--- src/rtl/fround_pipe.sv ---
// ---------------------------------------------------------------------------
// fround_pipe
//
// Round-to-integral unit for IEEE-754 binary formats. Each operation selects
// one of four rounding modes; the result stays in floating-point format and
// an inexact flag reports whether any fraction bits were discarded.
//
// Two register stages with valid/ready flow control:
//   stage 1: classify the operand, clear its fraction bits, and work out the
//            increment and the inexact flag (or pick a special-result code)
//   stage 2: add the increment to the integer significand, handle the carry
//            into the exponent, and pack the result
//
// Handshake: a transfer happens on any clock edge where valid and ready are
// both 1. The pipe advances (adv) whenever the output register is empty or
// its contents are being taken. in_ready is adv itself, so an operand is
// accepted exactly when the whole pipe moves. When adv is 0 every stage
// holds and out_* stay stable.
//
// Ports
//   clk          clock, all state on the rising edge
//   rst          synchronous reset, active-high; drops every in-flight op
//   in_valid     operand valid
//   in_ready     unit accepts an operand this cycle
//   in_data      operand {sign, exp, man}
//   in_mode      00 RNE, 01 FLOOR (-inf), 10 CEIL (+inf), 11 TRUNC (to 0)
//   out_valid    result valid
//   out_ready    consumer takes the result this cycle
//   out_data     rounded result {sign, exp, man}
//   out_inexact  1 when the result differs from the operand
// ---------------------------------------------------------------------------
module fround_pipe #(
    parameter int EXP_W = 8,
    parameter int MAN_W = 23
) (
    input  logic                   clk,
    input  logic                   rst,
    input  logic                   in_valid,
    output logic                   in_ready,
    input  logic [EXP_W+MAN_W:0]   in_data,
    input  logic [1:0]             in_mode,
    output logic                   out_valid,
    input  logic                   out_ready,
    output logic [EXP_W+MAN_W:0]   out_data,
    output logic                   out_inexact
);

    localparam int W    = 1 + EXP_W + MAN_W;
    localparam int BIAS = 2**(EXP_W-1) - 1;

    localparam logic [EXP_W-1:0] EXP_ONES = '1;
    localparam logic [EXP_W-1:0] EXP_ZERO = '0;
    localparam logic [EXP_W-1:0] EXP_BIAS = EXP_W'(BIAS);
    localparam logic [EXP_W-1:0] EXP_HALF = EXP_W'(BIAS - 1);

    localparam logic [1:0] MODE_RNE   = 2'b00;
    localparam logic [1:0] MODE_FLOOR = 2'b01;
    localparam logic [1:0] MODE_CEIL  = 2'b10;
    localparam logic [1:0] MODE_TRUNC = 2'b11;

    // What stage 2 has to do with the stage-1 fields.
    typedef enum logic [1:0] {
        K_ROUND = 2'b00,   // add increment to masked significand
        K_PASS  = 2'b01,   // emit {sign, exp, man} as stored
        K_ZERO  = 2'b10,   // signed zero
        K_ONE   = 2'b11    // signed 1.0
    } kind_t;

    // -----------------------------------------------------------------------
    // Flow control
    // -----------------------------------------------------------------------
    logic w_adv;

    logic r_s1_valid;
    logic r_out_valid;

    assign w_adv    = ~r_out_valid | out_ready;
    assign in_ready = w_adv;

    // -----------------------------------------------------------------------
    // Stage 1: classification and fraction analysis
    // -----------------------------------------------------------------------
    logic               w_sign;
    logic [EXP_W-1:0]   w_exp;
    logic [MAN_W-1:0]   w_man;

    // Number of fraction bits F = MAN_W - (exp - BIAS). Only meaningful for
    // the rounding path (1 <= F <= MAN_W); kept signed so out-of-range
    // exponents simply produce empty or full masks.
    int                 w_f;

    logic [MAN_W-1:0]   w_frac_mask;  // bits below the binary point
    logic [MAN_W-1:0]   w_half_mask;  // the bit worth exactly one half
    logic [MAN_W:0]     w_lsb_mask;   // integer LSB within {hidden, man}

    logic               w_frac_nz;
    logic               w_half;
    logic               w_sticky;
    logic               w_lsb;
    logic               w_inc;

    kind_t              w_kind;
    logic [MAN_W-1:0]   w_s1_man;
    logic [MAN_W:0]     w_inc_vec;
    logic               w_s1_inexact;

    always_comb begin
        w_sign = in_data[W-1];
        w_exp  = in_data[W-2:MAN_W];
        w_man  = in_data[MAN_W-1:0];

        w_f = MAN_W + BIAS - int'(w_exp);

        for (int i = 0; i < MAN_W; i++) begin
            w_frac_mask[i] = (i < w_f);
            w_half_mask[i] = (i == w_f - 1);
        end
        for (int i = 0; i <= MAN_W; i++) begin
            w_lsb_mask[i] = (i == w_f);
        end

        w_frac_nz = |(w_man & w_frac_mask);
        w_half    = |(w_man & w_half_mask);
        w_sticky  = |(w_man & w_frac_mask & ~w_half_mask);
        // When F == MAN_W the integer LSB is the hidden bit, hence the
        // leading 1 in the significand.
        w_lsb     = |({1'b1, w_man} & w_lsb_mask);

        case (in_mode)
            MODE_FLOOR: w_inc = w_sign & w_frac_nz;
            MODE_CEIL:  w_inc = ~w_sign & w_frac_nz;
            MODE_TRUNC: w_inc = 1'b0;
            default:    w_inc = w_half & (w_sticky | w_lsb);
        endcase

        // Default: ordinary rounding with 1 <= F <= MAN_W.
        w_kind       = K_ROUND;
        w_s1_man     = w_man & ~w_frac_mask;
        w_inc_vec    = w_inc ? w_lsb_mask : '0;
        w_s1_inexact = w_frac_nz;

        if (w_exp == EXP_ONES) begin
            // NaN is quietened by forcing the mantissa MSB; Inf passes.
            w_kind       = K_PASS;
            w_s1_man     = (w_man != '0) ? (w_man | {1'b1, {(MAN_W-1){1'b0}}}) : w_man;
            w_inc_vec    = '0;
            w_s1_inexact = 1'b0;
        end else if (w_exp == EXP_ZERO) begin
            // Zero and subnormals are treated as zero (DAZ).
            w_kind       = K_ZERO;
            w_inc_vec    = '0;
            w_s1_inexact = 1'b0;
        end else if (w_exp < EXP_BIAS) begin
            // 0 < |x| < 1: result is signed 0 or signed 1.0, always inexact.
            w_inc_vec    = '0;
            w_s1_inexact = 1'b1;
            case (in_mode)
                MODE_FLOOR: w_kind = w_sign ? K_ONE : K_ZERO;
                MODE_CEIL:  w_kind = w_sign ? K_ZERO : K_ONE;
                MODE_TRUNC: w_kind = K_ZERO;
                // An exact 0.5 ties to the even value 0; anything in
                // (0.5, 1) rounds to 1; smaller magnitudes go to 0.
                default:    w_kind = (w_exp == EXP_HALF && w_man != '0) ? K_ONE : K_ZERO;
            endcase
        end else if (w_f <= 0) begin
            // No fraction bits left: value is already integral.
            w_kind       = K_PASS;
            w_s1_man     = w_man;
            w_inc_vec    = '0;
            w_s1_inexact = 1'b0;
        end
    end

    kind_t              r_s1_kind;
    logic               r_s1_sign;
    logic [EXP_W-1:0]   r_s1_exp;
    logic [MAN_W-1:0]   r_s1_man;
    logic [MAN_W:0]     r_s1_inc_vec;
    logic               r_s1_inexact;

    // -----------------------------------------------------------------------
    // Stage 2: increment, carry, pack
    // -----------------------------------------------------------------------
    logic [MAN_W+1:0]   w_sum;
    logic [W-1:0]       w_result;

    always_comb begin
        // One spare bit above the hidden bit catches the carry-out.
        w_sum = {1'b0, 1'b1, r_s1_man} + {1'b0, r_s1_inc_vec};

        case (r_s1_kind)
            K_PASS: w_result = {r_s1_sign, r_s1_exp, r_s1_man};
            K_ZERO: w_result = {r_s1_sign, EXP_ZERO, {MAN_W{1'b0}}};
            K_ONE:  w_result = {r_s1_sign, EXP_BIAS, {MAN_W{1'b0}}};
            default: begin
                // A carry out of the hidden bit means the significand
                // became 2.0: bump the exponent and clear the mantissa.
                // The exponent cannot reach all-ones since E < MAN_W here.
                if (w_sum[MAN_W+1]) begin
                    w_result = {r_s1_sign, r_s1_exp + EXP_W'(1), {MAN_W{1'b0}}};
                end else begin
                    w_result = {r_s1_sign, r_s1_exp, w_sum[MAN_W-1:0]};
                end
            end
        endcase
    end

    logic [W-1:0]       r_out_data;
    logic               r_out_inexact;

    // -----------------------------------------------------------------------
    // Pipeline registers
    // -----------------------------------------------------------------------
    always_ff @(posedge clk) begin
        if (rst) begin
            r_s1_valid    <= 1'b0;
            r_s1_kind     <= K_ZERO;
            r_s1_sign     <= 1'b0;
            r_s1_exp      <= '0;
            r_s1_man      <= '0;
            r_s1_inc_vec  <= '0;
            r_s1_inexact  <= 1'b0;
            r_out_valid   <= 1'b0;
            r_out_data    <= '0;
            r_out_inexact <= 1'b0;
        end else if (w_adv) begin
            r_s1_valid <= in_valid;
            if (in_valid) begin
                r_s1_kind    <= w_kind;
                r_s1_sign    <= w_sign;
                r_s1_exp     <= w_exp;
                r_s1_man     <= w_s1_man;
                r_s1_inc_vec <= w_inc_vec;
                r_s1_inexact <= w_s1_inexact;
            end

            r_out_valid <= r_s1_valid;
            if (r_s1_valid) begin
                r_out_data    <= w_result;
                r_out_inexact <= r_s1_inexact;
            end
        end
    end

    assign out_valid   = r_out_valid;
    assign out_data    = r_out_data;
    assign out_inexact = r_out_inexact;

endmodule

--- config.mk ---
export PLATFORM = sky130hd
export DESIGN_NAME = fround_pipe
export DESIGN_NICKNAME = d
export VERILOG_FILES = /design/src/rtl/fround_pipe.sv
export SDC_FILE = /design/constraint.sdc
export NUM_CORES = 1
export LEC_CHECK = 0
export ABC_AREA = 1
export CAP_MARGIN = 40
export CORE_MARGIN = 2
export CORE_UTILIZATION = 60
export CTS_BUF_LIST = sky130_fd_sc_hd__clkbuf_16
export CTS_CLUSTER_SIZE = 40
export DETAILED_ROUTE_END_ITERATION = 10
export PLACE_DENSITY = 0.91
export SLEW_MARGIN = 40
export SYNTH_ARGS = -nofsm -noshare
export SYNTH_HDL_FRONTEND = slang
export SYNTH_SLANG_ARGS = --single-unit
export TNS_END_PERCENT = 100
--- constraint.sdc ---
create_clock -name clk -period 6.4 [get_ports clk]
set_clock_uncertainty 0.2 [all_clocks]
set_input_delay 0.96 -clock clk [delete_from_list [all_inputs] [get_ports clk]]
set_output_delay 0.96 -clock clk [all_outputs]
set_load 0.05 [all_outputs]
# Word-level counts from Yosys, hierarchy flattened
# Cells that the tools add are included.
# Widths: inputs -> output; s select.
# totals
reg_bits	94
output_inout_bits	35
inputBits	38
elab_cells	142
# op_classes
n_bitwise	14
mux	25
order_cmp	25
n_eq_ne	53
n_addsub	4
reduce_logical	11
# ops
cell	count
$mux 24	5
$mux 23	5
$pmux 31 s3	1
$and 23x23->23	4
$eq 5x10->1 const A	8
$eq 5x9->1 const A	8
$eq 6x9->1 const A	8
$lt 5x9->1 const A	8
$eq 6x10->1 const A	7
$reduce_or 23->1	3
$logic_not 32->1	2
$lt 6x9->1 const A	7
$not 23->23	2
$eq 4x10->1 const A	4
$eq 4x9->1 const A	4
$lt 4x9->1 const A	4
$mux 31	1
$add 24x24->25	1
$and 24x24->24	1
$reduce_or 24->1	1
$reduce_bool 23->1	1
$eq 3x10->1 const A	2
$eq 3x9->1 const A	2
$lt 3x9->1 const A	2
22 further kinds	41

# Logic depth before layout (Yosys ltp)
# depth
ltp_word	14
ltp_mapped	26
mapped_depth_nobuf	24

# Worst setup path after synthesis
# OpenSTA, ideal clock, no wires.
# synth_path
path_type	in2reg
start	input port in_data[23]
end	register r_s1_inc_vec[13]
cell_stages	20
n_path_buf	4
required_ps	6057
setup_ps	143
arrival_ps	3285
path_slack_ps	2771
path_cell_list	inv_1 -> clkbuf_1 -> ha_1 -> nand4_2 -> nor2_4 -> xor2_2 -> nor2_2 -> buf_4 -> buf_6 -> nand4_1 -> nand2_1 -> nor2_1 -> nand2_1 -> nor2_1 -> nand2_1 -> nand3_2 -> nand2_4 -> buf_8 -> nand2_2 -> a21oi_2
# synth_via
elab_chain_len	14
word_cells_on_any_way	95
cone_classes	add/sub (2); order compare (25); eq/ne (46); mux (6); bitwise (9); reduce/logical (7)
# synth_rtl
element	line	rtl
start: declaration	40	input logic [EXP_W+MAN_W:0] in_data,
$sub 8x8->9	112	w_f = MAN_W + BIAS - int'(w_exp);
$sub 9x2->10	116	w_half_mask[i] = (i == w_f - 1);
$logic_not 32->1, or another cell as far along	116	
$not 23->23	124	w_sticky = |(w_man & w_frac_mask & ~w_half_mask);
$and 23x23->23	124	
$reduce_or 23->1	124	
$or 1x1->1	133	default: w_inc = w_half & (w_sticky | w_lsb);
$and 1x1->1	133	
$pmux 1 s3	129	case (in_mode)
$mux 24	139	w_inc_vec = w_inc ? w_lsb_mask : '0;
$mux 24	165	end else if (w_f <= 0) begin
$mux 24	153	end else if (w_exp < EXP_BIAS) begin
$mux 24	148	end else if (w_exp == EXP_ZERO) begin
$mux 24 (*)	142	if (w_exp == EXP_ONES) begin
end signal: assignment	233	r_s1_inc_vec <= w_inc_vec;
end: declaration	178	logic [MAN_W:0] r_s1_inc_vec;
# Every way passes the cells marked *; elsewhere a longest branch is shown, timed or not.
# A chain may end at the register's enable or synchronous reset.

# Final worst setup path
# layout_path
start	input port in_data[23]
end	register r_s1_inc_vec[1]
# Same word-level chain as after synthesis.

==> flow_metrics.env <==
export IMPL_outcome="complete, no violations"
export IMPL_drive_gt1_share_pct=9.11
export IMPL_crit_top_cell="nand2_1"
export IMPL_h_tree_depth=3
export IMPL_peakVddDrop_mv=0.115
export IMPL_final_common_cell="nand2_1"
export IMPL_top_layer_used="met4"
export IMPL_core_area_um2=11900
export IMPL_clk_pin_slew_worst_paths_ns=0.07
export IMPL_p_per_area_nw_per_um2=193
export IMPL_rsz0062_at_grt="false"
export IMPL_muxShareOfSynthArea_pct=0
export IMPL_finalSetupTns_ns=0
export IMPL_fin_area_um2=8240
export IMPL_wl_met3_mm=2.42
export IMPL_cp_required_ns=6.40
export IMPL_diodes=0
export IMPL_path_buf_inv=4
export IMPL_route_met2_wl_mm=10.4
export IMPL_multi_input_area_um2=4720
export IMPL_area_growth_syn_to_layout_pct=13.6
export IMPL_gp_congestion=1.13
export IMPL_drt_iter0_drc=1127
export IMPL_path_max_fanout=23
export IMPL_clk_latency_ns=0.35
export IMPL_via_count=8234
export IMPL_viasPerCell=6.13
export IMPL_cts_resized=0
export IMPL_leakagePower_nw=3.60
export IMPL_cts_buffer_depth=2
export IMPL_holdBufCountCts=0
export IMPL_antenna_found_initial=0
export IMPL_synth_area_per_cell_um2=6.31
export IMPL_synth_simple_area_share_pct=39.4
export IMPL_worst_pin_slew_ns=0.804
export IMPL_final_cell_mix="nand2_1, nor2_1, a21oi_1"
export IMPL_gr_total_overflow=0
export IMPL_wl_mm=24.0
export IMPL_post_cts_setup_buffers=0
export IMPL_critPathCaptureType="register"
export IMPL_regArea_um2=1880
export IMPL_crit_path_top_delay_cell="clkdlybuf4s50_1"
export IMPL_period_minus_slack_ns=4.85
export IMPL_drc_errors=0
export IMPL_wl_met1_mm=10.0
export IMPL_syn_area_um2=7260
export IMPL_netlist_area_leader_share_pct=25.9
export IMPL_ys_types=47
export IMPL_report_final_slew_viol_count=0
export IMPL_grt_use_total_pct=37.5
export IMPL_worst_path_largest_cell_delay_ns=0.52
export IMPL_yosysSeqAreaShare_pct=25.9
export IMPL_cts_sinks=94
export IMPL_syn_inst=1151
export IMPL_placementRows=40
export IMPL_yosysWarnings=0
export IMPL_synth_top_family_by_area="simple AND/OR/NAND/NOR gates"
export IMPL_nNetsFinal=1264
export IMPL_arrival_ns=4.85
export IMPL_wl_per_cell_um=17.8
export IMPL_synth_xor_area_share_pct=2.52
export IMPL_hold_viol=0
export IMPL_die_h_um=114
export IMPL_synth_compound_area_share_pct=17.1
export IMPL_port_buffer_count=72
export IMPL_die_w_um=114
export IMPL_slew_headroom_pct=46.3
export IMPL_pin_count=73
export IMPL_path_class="input port to register"
export IMPL_fmax_mhz=206
export IMPL_max_cap_viol_count=0
export IMPL_yosysTopAreaCell="dfxtp_1"
export IMPL_synth_adder_area_share_pct=5.96
export IMPL_syn_nets=1223
export IMPL_drtPass1Iterations=7
export IMPL_fin_crit_sh_pct=75.8
export IMPL_grt_pass1_vias=7460
export IMPL_startpoint_type="input port"
export IMPL_cp_cell_sequence="clkdlybuf4s50_1 -> buf_4 -> inv_1 -> ha_1 -> nand2_1 -> o21ai_0 -> nand2_1 -> inv_1 -> nand2_1 -> nor2_1 -> nand3_1 -> nand2_1 -> nand2_1 -> nor2_1 -> nand2_1 -> nor2_1 -> nand2_1 -> nand3_2 -> nand2_4 -> nand2_1 -> a21oi_1"
export IMPL_cts_root_buffer="clkbuf_16"
export IMPL_place_hpwl_mm=17.7
export IMPL_cts_tree="yes"
export IMPL_cp_top_family="simple AND/OR/NAND/NOR gates"
export IMPL_grt_max_degree=59
export IMPL_grt_pass1_wl_mm=38.8
export IMPL_die_area_um2=13000
export IMPL_ys_ff_latch=94
export IMPL_n_fill_cell=1050
export IMPL_cts_buffers=9
export IMPL_initial_core_util_pct=60.9
export IMPL_hold_class="register to register"
export IMPL_holdWs_ns=0.265
export IMPL_place_area_um2=7950
export IMPL_ys_top_cells_by_area="dfxtp_1, nand2_1, nor2_1, a21oi_1, nand3_1"
export IMPL_setup_violations=0
export IMPL_ant_nets=0
## report_power, final
| group | internal, mW | switching [mW] | total, mW | leakage [nW] |
|---|---|---|---|---|
| Sequential | 0.612 | 0.0210 | 0.633 | 0.768 |
| Combinational | 0.121 | 0.294 | 0.416 | 2.68 |
| Clock | 0.304 | 0.235 | 0.539 | 0.148 |
| Total | 1.04 | 0.550 | 1.59 | 3.60 |
## synthesized netlist by cell type (all sizes together)
library cell  number
o21ai             62
o221ai             4
o22ai              1
buf               17
clkbuf            34
a21oi            131
nor4              13
o211ai             5
fa                 1
o21bai             3
and2               2
nand2            286
inv               97
clkinv             3
xor2              15
ha                33
nor3b              1
nand4             38
xnor2              5
nor3              18
nand3b             1
o2111ai            3
nor2             162
nand3            104
dfxtp             94
a31oi              2
a21o               1
or2                9
a221oi             3
o311ai             2
a211oi             1
## registers in the layout (all words and copies together), names as in the netlist, 2 cells and up
register      count
r_s1_kind         2
r_s1_exp          8
r_s1_inc_vec     24
out_data         32
r_s1_man         23
## per-layer routing
layer	track usage (%)	vias up
li1	-	3932
met1	50.4	3701
met2	58.8	498
met3	6.59	103
met4	17.6	0
met5	0	-
## kinds of logic after synthesis
logic type	after synthesis
xor+xnor	20
flops	94
simple gates	634
fa+ha+maj	34
compound gates	218
buf+inv	151
## path summary, 6_finish.rpt
check	cells past startpoint	from	slack [ns]	to
min	2	r_s1_inc_vec[0]$_SDFFE_PP0P_	0.27	r_s1_inc_vec[0]$_SDFFE_PP0P_
max	21	in_data[23]	1.55	r_s1_inc_vec[1]$_SDFFE_PP0P_
min reg2reg	2	r_s1_inc_vec[0]$_SDFFE_PP0P_	0.27	r_s1_inc_vec[0]$_SDFFE_PP0P_
max reg2reg	15	r_s1_man[0]$_SDFFE_PP0P_	3.17	out_data[25]$_SDFFE_PP0P_
## metrics by stage
| step | power [mW] | std cells | utilization [%] | worst slack (ns) |
|---|---|---|---|---|
| after detailed placement | 1.05 | 1328 | 66.7 | 1.33 |
| after global routing | 1.64 | 1344 | 69.2 | 1.23 |
| after global placement | 1.04 | 1328 | 66.7 | 1.34 |
| after CTS | 1.58 | 1344 | 69.2 | 1.67 |
| final | 1.59 | 1344 | 69.2 | 1.55 |
| after floorplan | 0.924 | 1151 | - | 2.77 |
## tightest hold or removal path, cell delays in order (launching register included)
cell and delay, ns:
dfxtp_1 0.32, nand2_1 0.07, nor2_1 0.04
## layout make-up
type | instances | share of cell area (%)
multi-input cells | 906 | 57.3
flip-flops and latches | 94 | 22.8
repair buffers | 81 | 9.50
inverters | 100 | 4.57
clock buffers | 9 | 2.73
well taps | 147 | 2.23
clock inverters | 7 | 0.880
(Power assumes the default switching activity.)
